**config.mk**
```make
export PLATFORM = sky130hd
export DESIGN_NAME = uart_tx_arbiter
export DESIGN_NICKNAME = d
export VERILOG_FILES = /design/src/rtl/uart_tx_arbiter.sv
export SDC_FILE = /design/constraint.sdc
export NUM_CORES = 1
export LEC_CHECK = 0
export BUFFER_PORTS_ARGS = -buffer_cell sky130_fd_sc_hd__buf_2
export CELL_PAD_IN_SITES_DETAIL_PLACEMENT = 1
export CELL_PAD_IN_SITES_GLOBAL_PLACEMENT = 1
export CORE_MARGIN = 3
export CORE_UTILIZATION = 35
export DETAILED_ROUTE_END_ITERATION = 7
export MAX_ROUTING_LAYER = met4
export PLACE_DENSITY_LB_ADDON = 0.3
export RECOVER_POWER = 25
export SKIP_LAST_GASP = 1
export SYNTH_ARGS = -nofsm -noshare
export SYNTH_HDL_FRONTEND = slang
export SYNTH_SLANG_ARGS = --single-unit
```
**constraint.sdc**
```tcl
create_clock -name clk -period 2.1 [get_ports clk]
set_input_delay 0.42 -clock clk [delete_from_list [all_inputs] [get_ports clk]]
set_output_delay 0.42 -clock clk [all_outputs]
set_load 0.05 [all_outputs]
```
**src/rtl/uart_tx_arbiter.sv**
```systemverilog
// Round-robin arbiter sharing one UART between NUM_REQ requesters.
// One transfer in flight: launch, wait for result or timeout, respond.
module uart_tx_arbiter #(
    parameter int NUM_REQ       = 4,
    parameter int LAUNCH_CYCLES = 2,
    parameter int TIMEOUT       = 256
) (
    input  logic                   clk,
    input  logic                   rst,
    input  logic [NUM_REQ-1:0]     req_valid,
    input  logic [7*NUM_REQ-1:0]   req_data,
    output logic [NUM_REQ-1:0]     req_ack,
    output logic [6:0]             uart_data,
    output logic                   uart_in_ready,
    input  logic [7:0]             uart_data_out,
    input  logic                   uart_out_valid,
    output logic [NUM_REQ-1:0]     rsp_valid,
    output logic [7:0]             rsp_data,
    output logic                   rsp_error,
    output logic                   busy
);

    localparam int GW = $clog2(NUM_REQ);
    localparam int LW = (LAUNCH_CYCLES > 1) ? $clog2(LAUNCH_CYCLES) : 1;
    localparam int TW = $clog2(TIMEOUT);

    typedef enum logic [1:0] {
        IDLE,
        LAUNCH,
        WAIT,
        RESP
    } state_t;

    state_t              state, state_d;
    logic [GW-1:0]       grant, grant_d;
    logic [GW-1:0]       last_grant, last_d;
    logic [LW-1:0]       lcnt, lcnt_d;
    logic [TW-1:0]       wcnt, wcnt_d;
    logic [NUM_REQ-1:0]  ack_d;
    logic [6:0]          data_d;
    logic                rdy_d;
    logic [NUM_REQ-1:0]  rv_d;
    logic [7:0]          rd_d;
    logic                re_d;
    logic                busy_d;

    logic [6:0]          words [NUM_REQ];
    logic                found;
    logic [GW-1:0]       pick;
    logic [GW-1:0]       cand;

    always_comb begin
        for (int i = 0; i < NUM_REQ; i++) begin
            words[i] = req_data[7*i +: 7];
        end
    end

    // Search starts just past the previous winner and wraps.
    always_comb begin
        found = 1'b0;
        pick  = '0;
        cand  = '0;
        for (int k = 1; k <= NUM_REQ; k++) begin
            cand = GW'((int'(last_grant) + k) % NUM_REQ);
            if (!found && req_valid[cand]) begin
                found = 1'b1;
                pick  = cand;
            end
        end
    end

    always_comb begin
        state_d = state;
        grant_d = grant;
        last_d  = last_grant;
        lcnt_d  = lcnt;
        wcnt_d  = wcnt;
        ack_d   = '0;
        data_d  = uart_data;
        rdy_d   = uart_in_ready;
        rv_d    = '0;
        rd_d    = rsp_data;
        re_d    = rsp_error;
        unique case (state)
            IDLE: begin
                if (found) begin
                    state_d     = LAUNCH;
                    grant_d     = pick;
                    last_d      = pick;
                    lcnt_d      = '0;
                    ack_d[pick] = 1'b1;
                    data_d      = words[pick];
                    rdy_d       = 1'b1;
                end
            end
            LAUNCH: begin
                if (lcnt == LW'(LAUNCH_CYCLES - 1)) begin
                    state_d = WAIT;
                    rdy_d   = 1'b0;
                    wcnt_d  = '0;
                end else begin
                    lcnt_d = lcnt + 1'b1;
                end
            end
            WAIT: begin
                // A result arriving on the timeout cycle still counts.
                if (uart_out_valid) begin
                    state_d     = RESP;
                    rd_d        = uart_data_out;
                    re_d        = 1'b0;
                    rv_d[grant] = 1'b1;
                end else if (wcnt == TW'(TIMEOUT - 1)) begin
                    state_d     = RESP;
                    rd_d        = '0;
                    re_d        = 1'b1;
                    rv_d[grant] = 1'b1;
                end else begin
                    wcnt_d = wcnt + 1'b1;
                end
            end
            RESP: begin
                state_d = IDLE;
            end
            default: begin
                state_d = IDLE;
            end
        endcase
        busy_d = (state_d != IDLE);
    end

    always_ff @(posedge clk) begin
        if (rst) begin
            state         <= IDLE;
            grant         <= '0;
            last_grant    <= GW'(NUM_REQ - 1);
            lcnt          <= '0;
            wcnt          <= '0;
            req_ack       <= '0;
            uart_data     <= '0;
            uart_in_ready <= 1'b0;
            rsp_valid     <= '0;
            rsp_data      <= '0;
            rsp_error     <= 1'b0;
            busy          <= 1'b0;
        end else begin
            state         <= state_d;
            grant         <= grant_d;
            last_grant    <= last_d;
            lcnt          <= lcnt_d;
            wcnt          <= wcnt_d;
            req_ack       <= ack_d;
            uart_data     <= data_d;
            uart_in_ready <= rdy_d;
            rsp_valid     <= rv_d;
            rsp_data      <= rd_d;
            rsp_error     <= re_d;
            busy          <= busy_d;
        end
    end

endmodule
```
==> results of run 1 <==
-- metal layers --
layer / up-vias / part of all wire, %
met3: 7 / 4.0
met5: - / 0
li1: 815 / -
met1: 770 / 43
met2: 32 / 52
met4: 0 / 1.2
-- cell type report --
type / count / share of cell area [%]
repair buffers: 72 / 15.61
well taps: 67 / 3.581
inverters: 4 / 0.6414
multi-input cells: 137 / 39.98
clock inverters: 2 / 1.603
flip-flops and latches: 41 / 35.06
clock buffers: 6 / 3.528
-- placed cells by master, fill, tap and decap left out, drive strengths merged, types with 2 or more instances in the layout --
| cell type | count |
|---|---|
| a211oi | 3 |
| a21oi | 12 |
| a22oi | 9 |
| and3 | 3 |
| buf | 58 |
| clkbuf | 20 |
| dfxtp | 41 |
| inv | 4 |
| mux2 | 8 |
| mux2i | 15 |
| nand2 | 6 |
| nand2b | 4 |
| nand3 | 6 |
| nand3b | 7 |
| nor2 | 25 |
| nor3 | 5 |
| nor4b | 2 |
| o21ai | 11 |
| or2 | 2 |
| xnor2 | 6 |
-- through the flow --
stage,setup WS (ns),util (%),total power [mW],std cells
after floorplan,0.3794,-,1.179,192
after global placement,0.1910,46.17,1.290,321
after detailed placement,0.1379,46.17,1.299,321
after CTS,0.3215,48.65,1.958,329
after global routing,0.1989,48.28,2.016,329
final,0.3455,48.28,1.930,329
-- sequential cells by signal (all words and copies together) (netlist names) --
name	count
last_grant	2
wcnt	8
lcnt	1
rsp_data	8
busy	1
state	2
grant	2
rsp_error	1
uart_data	7
rsp_valid	4
uart_in_ready	1
req_ack	4
-- cell families (layout without fill, tap and decap cells) --
family / Yosys count / count (layout) / share of synthesized area [%]
DFF: 41 / 41 / 45.27
buffers and inverters: 14 / 84 / 4.072
AOI/OAI and AO/OA: 40 / 40 / 13.66
muxes: 23 / 23 / 14.08
adders and majority gates: 1 / 1 / 0.6900
xor gates and xnor gates: 6 / 6 / 2.899
and+or+nand+nor: 67 / 67 / 19.32
-- power by group through the flow --
stage,Combinational (mW),Clock [mW],Sequential [mW]
floorplan,0.213,0,0.966
detailed placement,0.429,0,0.870
global placement,0.420,0,0.870
CTS,0.430,0.676,0.852
global route,0.455,0.702,0.859
finish,0.420,0.657,0.852
-- worst min path at each step --
stage / start / to / slack [ns] / cells after the start
final: uart_data_out[6] / rsp_data[6] / 0.37 / 3
after global routing: uart_data_out[5] / rsp_data[5] / 0.37 / 3
after CTS: uart_data_out[1] / rsp_data[1] / 0.36 / 3
after detailed placement: uart_in_ready / uart_in_ready / 0.47 / 2
after global placement: uart_in_ready / uart_in_ready / 0.45 / 2
after floorplan: grant[1] / rsp_valid[1] / 0.45 / 1
-- worst max-delay path, delay by kind of cell (launching register included) --
kind / cells / cell delay (ns)
AND/OR/NAND/NOR: 1 / 0.19
multiplexers: 1 / 0.37
flip-flops: 1 / 0.39
AO/OA/AOI/OAI: 3 / 0.74
==> results by group, run 1 <==
Status
  • Status: completed

Place
  • Gpl congestion: roughly 0.75
  • Port Buf Inserts: roughly 70
  • Dpl hpwl: around 3.3 mm
  • Area after DPL: ~2200 sq um

Critical path
  • CP Capture Type: flop
  • Worst setup endpoint: uart_data[4]
  • CP Max Fanout: 13
  • Cells along the critical path: nand2b_1, o21ai_0, a211o_1, mux2_4, o21ai_1
  • CP peak stage delay: roughly 0.52 ns
  • Slowest CP cell: a211o_1
  • Reg2Reg Setup Slack: ~0.35 ns
  • Reg-to-Reg Start: last_grant[0]
  • CP required: between 2 and 2.5 ns
  • Startpoint types: flop
  • Crit path launch: last_grant[0]
  • Critical path type: reg2reg
  • Cell depth of the worst flop-to-flop path: 5
  • Reg-to-Reg End: uart_data[4]
  • Crit path arrival time: 1.98 ns

Run
  • Max Cap Violations: 0

Clock network
  • Clk slew on worst S/H paths: ~0.080 ns
  • Clock buffer count from CTS: 5
  • CTS tree: built
  • Worst-Skew Late Latency: roughly 0.29 ns
  • Clock Sink Count: 41
  • Post-CTS resize count: 0
  • Root buf cell: clkbuf_8
  • Clk buf depth: 2
  • CTS H-tree depth: 2
  • Post-CTS setup buffer count: 0
  • Post-CTS Hold Buffers: 0

Floorplanning
  • Die X: around 78 um
  • I/O pins: 69
  • # rows: 25
  • Die Y: slightly below 80 um
  • CORE AREA: ~4800 sq um
  • Initial core utilization: between 30 and 40%
  • Die area: just over 6000 sq um

Synth
  • Syn nets: around 240
  • Synthesis-stage register bit count: between 40 and 50
  • Post-synth EDFFs: 0
  • FFs w/ async S/R, synth: 0%
  • Cells after synthesis: ~190
  • Post-synthesis sequential area ratio: between 40 and 50%
  • Top cells by area, synth: dfxtp_1, mux2i_1, nor2_1, a22oi_1, a21oi_1
  • Most numerous cell in the Yosys netlist: dfxtp_1
  • Area share of the largest cell type after synthesis: around 45%
  • Mean Syn Cell Area: 9.443 sq um
  • Area leader, netlist: dfxtp_1
  • Synth unique cells: 39
  • List of most frequent post-synthesis cells: dfxtp_1, nor2_1, mux2i_1
  • Mapped Area: approximately 1800 sq um
  • Primary FF master, synth: dfxtp_1
  • Yosys warnings: 0

Global route
  • Met2 Track Usage GR: approximately 28%
  • Tot GR Track Use: between 10% and 20%
  • First-pass GRT wire length: between 7 and 8 mm
  • GRT busiest layer: met2
  • Pin count of the biggest net entering global routing: 35
  • Met1 usage in global routing: between 10% and 20%
  • Vias in the first global route: around 1600
  • Initial antenna violation count: 0
  • Met3 Use GR: 3.828%
  • Grt ovf: 0

Route
  • Via/cell ratio: a little under 5
  • Drt wl/cell: between 10 and 15 um
  • DR pass1 iterations: 4
  • Vias: 1624
  • Routed WL: approximately 4.4 mm
  • Routed Antenna Nets: 0
  • DRT iter0 DRCs: 60
  • DRC viols: 0

Power
  • Clk pwr share: about a third
  • Sequential share of power: 44.2%
  • P_leak: 0.9904 nW
  • Int Pwr: approximately 1.4 mW
  • VDD IR max: approximately 0.4 mV
  • Psw: 0.5523 mW
  • Sw Ratio: 28.63%
  • PwrDens: 824.2 nW/um^2
  • Comb pwr share: 21.8%

Cells and area
  • Footprint of the multi-input gates: 935.9 sq um
  • Share of cells above drive strength 1: between 20% and 30%
  • Final Cell Area: 2341 sq um
  • Layout Nets: 305
  • Diode count: 0
  • Layout overhead on the synthesized area: 29.12%
  • Fill cells: approximately 590
  • Sequential Area: ~820 sq um

Timing
  • Final setup viols: 0
  • Post-route minimum period: around 1.8 ns
  • Unrepaired setup endpoints after global routing: no
  • Final Cycle Share: roughly 84%
  • Sum Neg Setup Slack: 0 ns
  • Hold Worst Slack: roughly 0.37 ns
  • Max transition margin: about three fifths
  • Tightest Pin Transition: a little over 0.6 ns
  • Final Max Slew Viols: 0
  • Final Hold Fails: 0
  • Max Fclk: about 0.57 GHz
  • Clock Skews: approximately 0.006 ns

Worst hold path
  • Hold/Removal Path Class: in2reg
(Power assumes the default switching activity.)
==> run 2: changes to the inputs <==
Settings changed: ABC_AREA set to 1, CORE_UTILIZATION 35 to 31.
Clock period 2.1 ns to 1.6 ns, I/O delays scaled along.
==> results by group, run 2 <==
Status
  • Status: finished with violations
  • Failing checks: negative setup slack

Critical path
  • Largest delay share family, worst path: simple AND/OR/NAND/NOR gates
  • Slowest CP cell: dfxtp_4
  • Critical path type: reg2reg
  • CP Capture Type: flop
  • Crit path arrival time: around 2.0 ns
  • Startpoint types: flop
  • CP peak stage delay: 0.38 ns
  • Cells along the critical path: buf_6, nand2_4, nand2_4, nand2_2, nand2_1, nand2_2, nand2_2, nand2_4, nand3_4, buf_12, nand3_1, nand3_1, nor2_1, nor2_1
  • CP required: between 1.5 and 2 ns
  • CP Max Fanout: 10
  • Bufs and invs on worst path: 2

Clock network
  • Clk buf depth: 2
  • CTS tree: built
  • Clock buffer count from CTS: 5
  • Root buf cell: clkbuf_8
  • Clock Sink Count: 41
  • CTS H-tree depth: 2
  • Clk slew on worst S/H paths: about 0.090 ns
  • Worst-Skew Late Latency: approximately 0.31 ns

Place
  • Gpl congestion: between 0.8 and 0.9
  • Port Buf Inserts: around 70
  • Pre-CTS setup slack: -0.1925 ns
  • Dpl hpwl: 5.224 mm
  • Cells after DPL: 493

Synth
  • Top cells by area, synth: dfxtp_1, nand2_1, nor2_1, inv_1, a21oi_1
  • Yosys warnings: 0
  • Synthesis-stage register bit count: between 40 and 50
  • Synth unique cells: 36
  • Primary FF master, synth: dfxtp_1
  • Area leader, netlist: dfxtp_1
  • Syn nets: between 300 and 400
  • FFs w/ async S/R, synth: 0%
  • Most numerous cell in the Yosys netlist: nand2_1
  • Mapped Area: around 2200 sq um
  • List of most frequent post-synthesis cells: nand2_1, dfxtp_1, nor2_1
  • Cells after synthesis: approximately 320
  • Mean Syn Cell Area: between 6 and 7 sq um
  • Post-synthesis sequential area ratio: a little under two fifths
  • Post-synth EDFFs: 0
  • Area share of the largest cell type after synthesis: about two fifths

Route
  • Routed Antenna Nets: 0
  • DR pass1 iterations: 4
  • Vias: roughly 2400
  • Drt wl/cell: ~14 um
  • DRC viols: 0
  • DRT iter0 DRCs: between 60 and 70
  • Routed WL: approximately 7.3 mm
  • Via/cell ratio: around 4.7

Run
  • Max Cap Violations: 0

Cells and area
  • Share of cells above drive strength 1: 44.34%
  • Post-Layout Cell Count: 510
  • Diode count: 0
  • Layout overhead on the synthesized area: 53.13%
  • Layout Nets: roughly 480
  • Most common cell after layout, fill and taps aside: nand2_1
  • Fill cells: 862
  • Most frequent cells in the layout: nand2_1, buf_2, dfxtp_1, buf_4, nand2_2
  • Regs by FF count: rsp_data (8), wcnt (8), uart_data (7)

Floorplanning
  • # rows: 29
  • Initial core utilization: between 30% and 40%
  • Die X: 89.47 um
  • Die Y: 89.47 um
  • CORE AREA: ~6500 sq um
  • Die area: about 8000 sq um
  • I/O pins: slightly below 70

Timing
  • Clock Skews: approximately 0.010 ns
  • Max transition margin: 58.14%
  • Final Cycle Share: 115.4%
  • Final WS setup: -0.2461 ns
  • Post-route minimum period: about 1.8 ns
  • Unrepaired setup endpoints after global routing: yes
  • Max Fclk: approximately 0.54 GHz
  • Final setup viols: 19
  • Final Max Slew Viols: 0
  • Final Hold Fails: 0
  • Tightest Pin Transition: roughly 0.63 ns
  • Hold Worst Slack: between 0.2 and 0.3 ns

Power
  • VDD IR max: roughly 0.84 mV
  • P_leak: 1.597 nW
  • Total Power: approximately 6.4 mW
  • PwrDens: around 1900 nW/um^2

Global route
  • Vias in the first global route: approximately 2500
  • Tot GR Track Use: between 15 and 20%
  • Grt ovf: 0
  • Pin count of the biggest net entering global routing: 15
  • First-pass GRT wire length: approximately 11 mm
  • Initial antenna violation count: 0

Worst hold path
  • Hold/Removal Path Class: in2reg
[run 2: cell families after synthesis]
kind of cell               Yosys count  share of synthesized area [%]
xor gates and xnor gates             3                          1.217
DFF                                 41                          38.01
adders and majority gates            1                         0.5793
AOI/OAI and AO/OA                   27                          7.416
and+or+nand+nor                    212                          43.92
buffers and inverters               39                          8.863
[run 2: what timing repair did]
| action | CTS | global route |
|---|---|---|
| setup endpoints to repair | 31 | 39 |
| buffers inserted | 6 | 3 |
| pin swaps | 9 | 17 |
| hold endpoints to repair | 0 | 0 |
| resized for setup | 36 | 59 |
| hold buffers | 0 | 0 |
[run 2: path summary, 6_finish.rpt]
path / start / endpoint / slack [ns] / depth (start not counted)
hold reg to reg: uart_data[1] / uart_data[1] / 0.46 / 2
setup / recovery: last_grant[0] / uart_data[3] / -0.25 / 14
hold / removal: uart_data_out[0] / rsp_data[0] / 0.26 / 3
setup reg to reg: last_grant[0] / uart_data[3] / -0.25 / 14
[run 2: cell type report]
| type | count | area [sq um] | area share (%) |
|---|---|---|---|
| inverter | 31 | 141.4 | 4.275 |
| clock buffer | 5 | 68.82 | 2.081 |
| timing repair buffer | 110 | 699.4 | 21.15 |
| multi-input combinational | 243 | 1399 | 42.30 |
| sequential | 41 | 833.3 | 25.20 |
| clock inverter | 3 | 68.82 | 2.081 |
| tap | 77 | 96.34 | 2.913 |
[run 2: stage by stage]
stage	TNS [ns]	area (sq um)	util [%]
2_1_floorplan	-0.2950	2180	-
6_report	-2.112	3307	50.63
5_1_grt	-5.718	3307	50.63
4_1_cts	-2.374	3087	47.26
3_3_place_gp	-2.914	2803	42.91
3_5_place_dp	-4.364	2803	42.91
[run 2: power by group]
part / switching [mW] / internal [mW] / total [mW]
logic: 2.50 / 1.57 / 4.07
clock network: 0.389 / 0.628 / 1.02
registers: 0.122 / 1.21 / 1.33
[run 2: per-layer routing]
layer  wire [um]  track usage, %  vias up  part of all wire, %
li1            -               -     1236                    -
met3         110           2.212        6                  1.5
met5           0               -        -                    0
met1        3033           21.03     1131                   42
met2        4051           33.22       23                   56
met4          76           4.465        0                  1.0
[run 2: worst register-to-register path, cell delays in order (launching register included)]
cell and delay (ns):
dfxtp_4 0.38, buf_6 0.14, nand2_4 0.07, nand2_4 0.07, nand2_2 0.07, nand2_1 0.07, nand2_2 0.10, nand2_2 0.07
nand2_4 0.07, nand3_4 0.14, buf_12 0.18, nand3_1 0.07, nand3_1 0.09, nor2_1 0.14, nor2_1 0.07
==> run 3: changes to the inputs <==
--- a/config.mk
+++ b/config.mk
@@ -7,10 +7,10 @@
 export LEC_CHECK = 0
 export ABC_AREA = 1
-export BUFFER_PORTS_ARGS = -buffer_cell sky130_fd_sc_hd__buf_2
 export CELL_PAD_IN_SITES_DETAIL_PLACEMENT = 1
 export CELL_PAD_IN_SITES_GLOBAL_PLACEMENT = 1
 export CORE_MARGIN = 3
-export CORE_UTILIZATION = 31
+export CORE_UTILIZATION = 39
 export DETAILED_ROUTE_END_ITERATION = 7
+export DONT_BUFFER_PORTS = 1
 export MAX_ROUTING_LAYER = met4
 export PLACE_DENSITY_LB_ADDON = 0.3
==> constraint.sdc (replaced) <==
create_clock -name clk -period 1.6 [get_ports clk]
set_input_delay 0.32 -clock clk [delete_from_list [all_inputs] [get_ports clk]]
set_output_delay 0.32 -clock clk [all_outputs]
set_load 0.01 [all_outputs]
==> results by group, run 3 (synthesis gave the netlist of run 2 again) <==
Clock network
  • CTS H-tree depth: 2
  • Root buf cell: clkbuf_8
  • Post-CTS Hold Buffers: 0
  • CTS tree: built
  • Worst-Skew Late Latency: 0.29 ns
  • Clk slew on worst S/H paths: ~0.080 ns
  • Clock buffer count from CTS: 5
  • Clock Sink Count: 41
  • Clk buf depth: 2

Status
  • Status: finished with violations
  • Failing checks: negative setup slack

Place
  • Port Buf Inserts: 0
  • Cells after DPL: 417
  • Pre-CTS setup slack: -0.2969 ns
  • Area after DPL: around 2400 sq um
  • Gpl congestion: roughly 0.87
  • Dpl hpwl: 4.686 mm

Critical path
  • Slowest CP cell: dfxtp_4
  • Bufs and invs on worst path: 4
  • Reg2Reg Setup Slack: -0.19 ns
  • Critical path type: reg2reg
  • Startpoint types: flop
  • Crit path launch: last_grant[0]
  • CP Max Fanout: 8
  • Cells along the critical path: buf_12, nand2_4, nand2_1, nand2_2, nand2_2, nor2_4, nand2_2, buf_6, a21oi_4, buf_12, nand2_1, nand3_1, nand2_1, inv_1
  • Reg-to-Reg Start: last_grant[0]
  • CP required: 1.84 ns
  • Cell depth of the worst flop-to-flop path: 14
  • Reg-to-Reg End: uart_data[2]
  • Largest delay share family, worst path: simple AND/OR/NAND/NOR gates
  • Crit path arrival time: 2.03 ns
  • Worst setup endpoint: uart_data[2]
  • CP Capture Type: flop
  • CP peak stage delay: between 0.3 and 0.4 ns
  • CP Depth: 14

Timing
  • Sum Neg Setup Slack: -3.560 ns
  • Tightest Pin Transition: around 0.31 ns
  • Max Fclk: approximately 0.56 GHz
  • Final Hold Fails: 0
  • Final Max Slew Viols: 0
  • Clock Skews: 0.004109 ns
  • Final setup viols: 26
  • Final Cycle Share: 111.9%
  • Unrepaired setup endpoints after global routing: yes
  • Hold Worst Slack: 0.08586 ns
  • Final WS setup: -0.1905 ns
  • Post-route minimum period: between 1.5 and 2 ns
  • Max transition margin: between 70% and 80%

Power
  • VDD IR max: between 1 and 1.5 mV
  • Total Power: 6.141 mW
  • PwrDens: 1962 nW/um^2
  • P_leak: between 1 and 1.5 nW

Global route
  • Vias in the first global route: around 2300
  • Pin count of the biggest net entering global routing: 23
  • Initial antenna violation count: 0
  • Grt ovf: 0
  • Tot GR Track Use: around 23%
  • First-pass GRT wire length: 11.13 mm

Cells and area
  • Post-Layout Cell Count: roughly 440
  • Regs by FF count: rsp_data (8), wcnt (8), uart_data (7)
  • Diode count: 0
  • Final Core Density: between 50% and 60%
  • Share of cells above drive strength 1: a little over two fifths
  • Final Cell Area: 3131 sq um
  • Most common cell after layout, fill and taps aside: nand2_1
  • Fill cells: 660
  • Most frequent cells in the layout: nand2_1, dfxtp_1, buf_4, nand2_2
  • Layout Nets: 414
  • Layout overhead on the synthesized area: 44.96%

Route
  • Routed WL: between 7 and 8 mm
  • DRT iter0 DRCs: 94
  • M1 WL: a little over 3 mm
  • WL met2: 4.111 mm
  • Drt wl/cell: approximately 17 um
  • Routed Antenna Nets: 0
  • Vias: 2240
  • Via/cell ratio: around 5
  • Metal3 WL: 275 um
  • DR pass1 iterations: 4
  • DR top layer: met4
  • DRC viols: 0

Floorplanning
  • # rows: 26
  • Die Y: 80.42 um
  • Die area: 6467 sq um
  • Die X: around 80 um
  • I/O pins: a little under 70
  • Initial core utilization: roughly two fifths
  • CORE AREA: roughly 5200 sq um

Run
  • Max Cap Violations: 0

Worst hold path
  • Hold/Removal Path Class: in2reg
## run 3: changes by cell type in the layout (fill, tap and decap cells not counted), moves of 4 or more
cell | before | now
nor4_2 | 0 | 4
nor4_1 | 4 | 0
clkbuf_1 | 8 | 0
buf_4 | 30 | 34
nand3_2 | 0 | 4
nand2_1 | 105 | 101
nand2_4 | 13 | 20
buf_2 | 60 | 0
## run 3: where the power goes
| group | internal [mW] | total, mW | switching [mW] |
|---|---|---|---|
| registers | 1.21 | 1.44 | 0.231 |
| clock network | 0.507 | 0.871 | 0.363 |
| logic | 1.62 | 3.83 | 2.20 |
| total | 3.34 | 6.14 | 2.80 |
## run 3: worst min path at each step
stage / end / from / slack [ns] / cells past startpoint
floorplan: rsp_valid[1] / grant[1] / 0.42 / 1
global placement: rsp_data[1] / rst / 0.39 / 1
detailed placement: uart_in_ready / rst / 0.40 / 1
CTS: wcnt[5] / rst / 0.08 / 1
global route: wcnt[5] / rst / 0.07 / 1
finish: wcnt[7] / rst / 0.09 / 1
## run 3: repair_timing
item / in CTS / in global routing
pin swaps: 34 / 19
buffers inserted: 9 / 7
resized for setup: 80 / 42
setup endpoints to repair: 33 / 39
## run 3: cell type report
class / count / area (sq um) / area share [%]
well taps: 70 / 87.58 / 2.798
flip-flops and latches: 41 / 833.3 / 26.62
clock inverters: 2 / 37.54 / 1.199
multi-input cells: 243 / 1515 / 48.40
clock buffers: 6 / 82.58 / 2.638
inverters: 31 / 143.9 / 4.596
repair buffers: 48 / 430.4 / 13.75
## run 3: metal layers
layer  global-route usage [%]  vias to the layer above
met5                        -                        -
met4                    5.236                        0
met3                    5.045                       10
met2                    40.89                       41
met1                    25.14                     1077
li1                         -                     1112
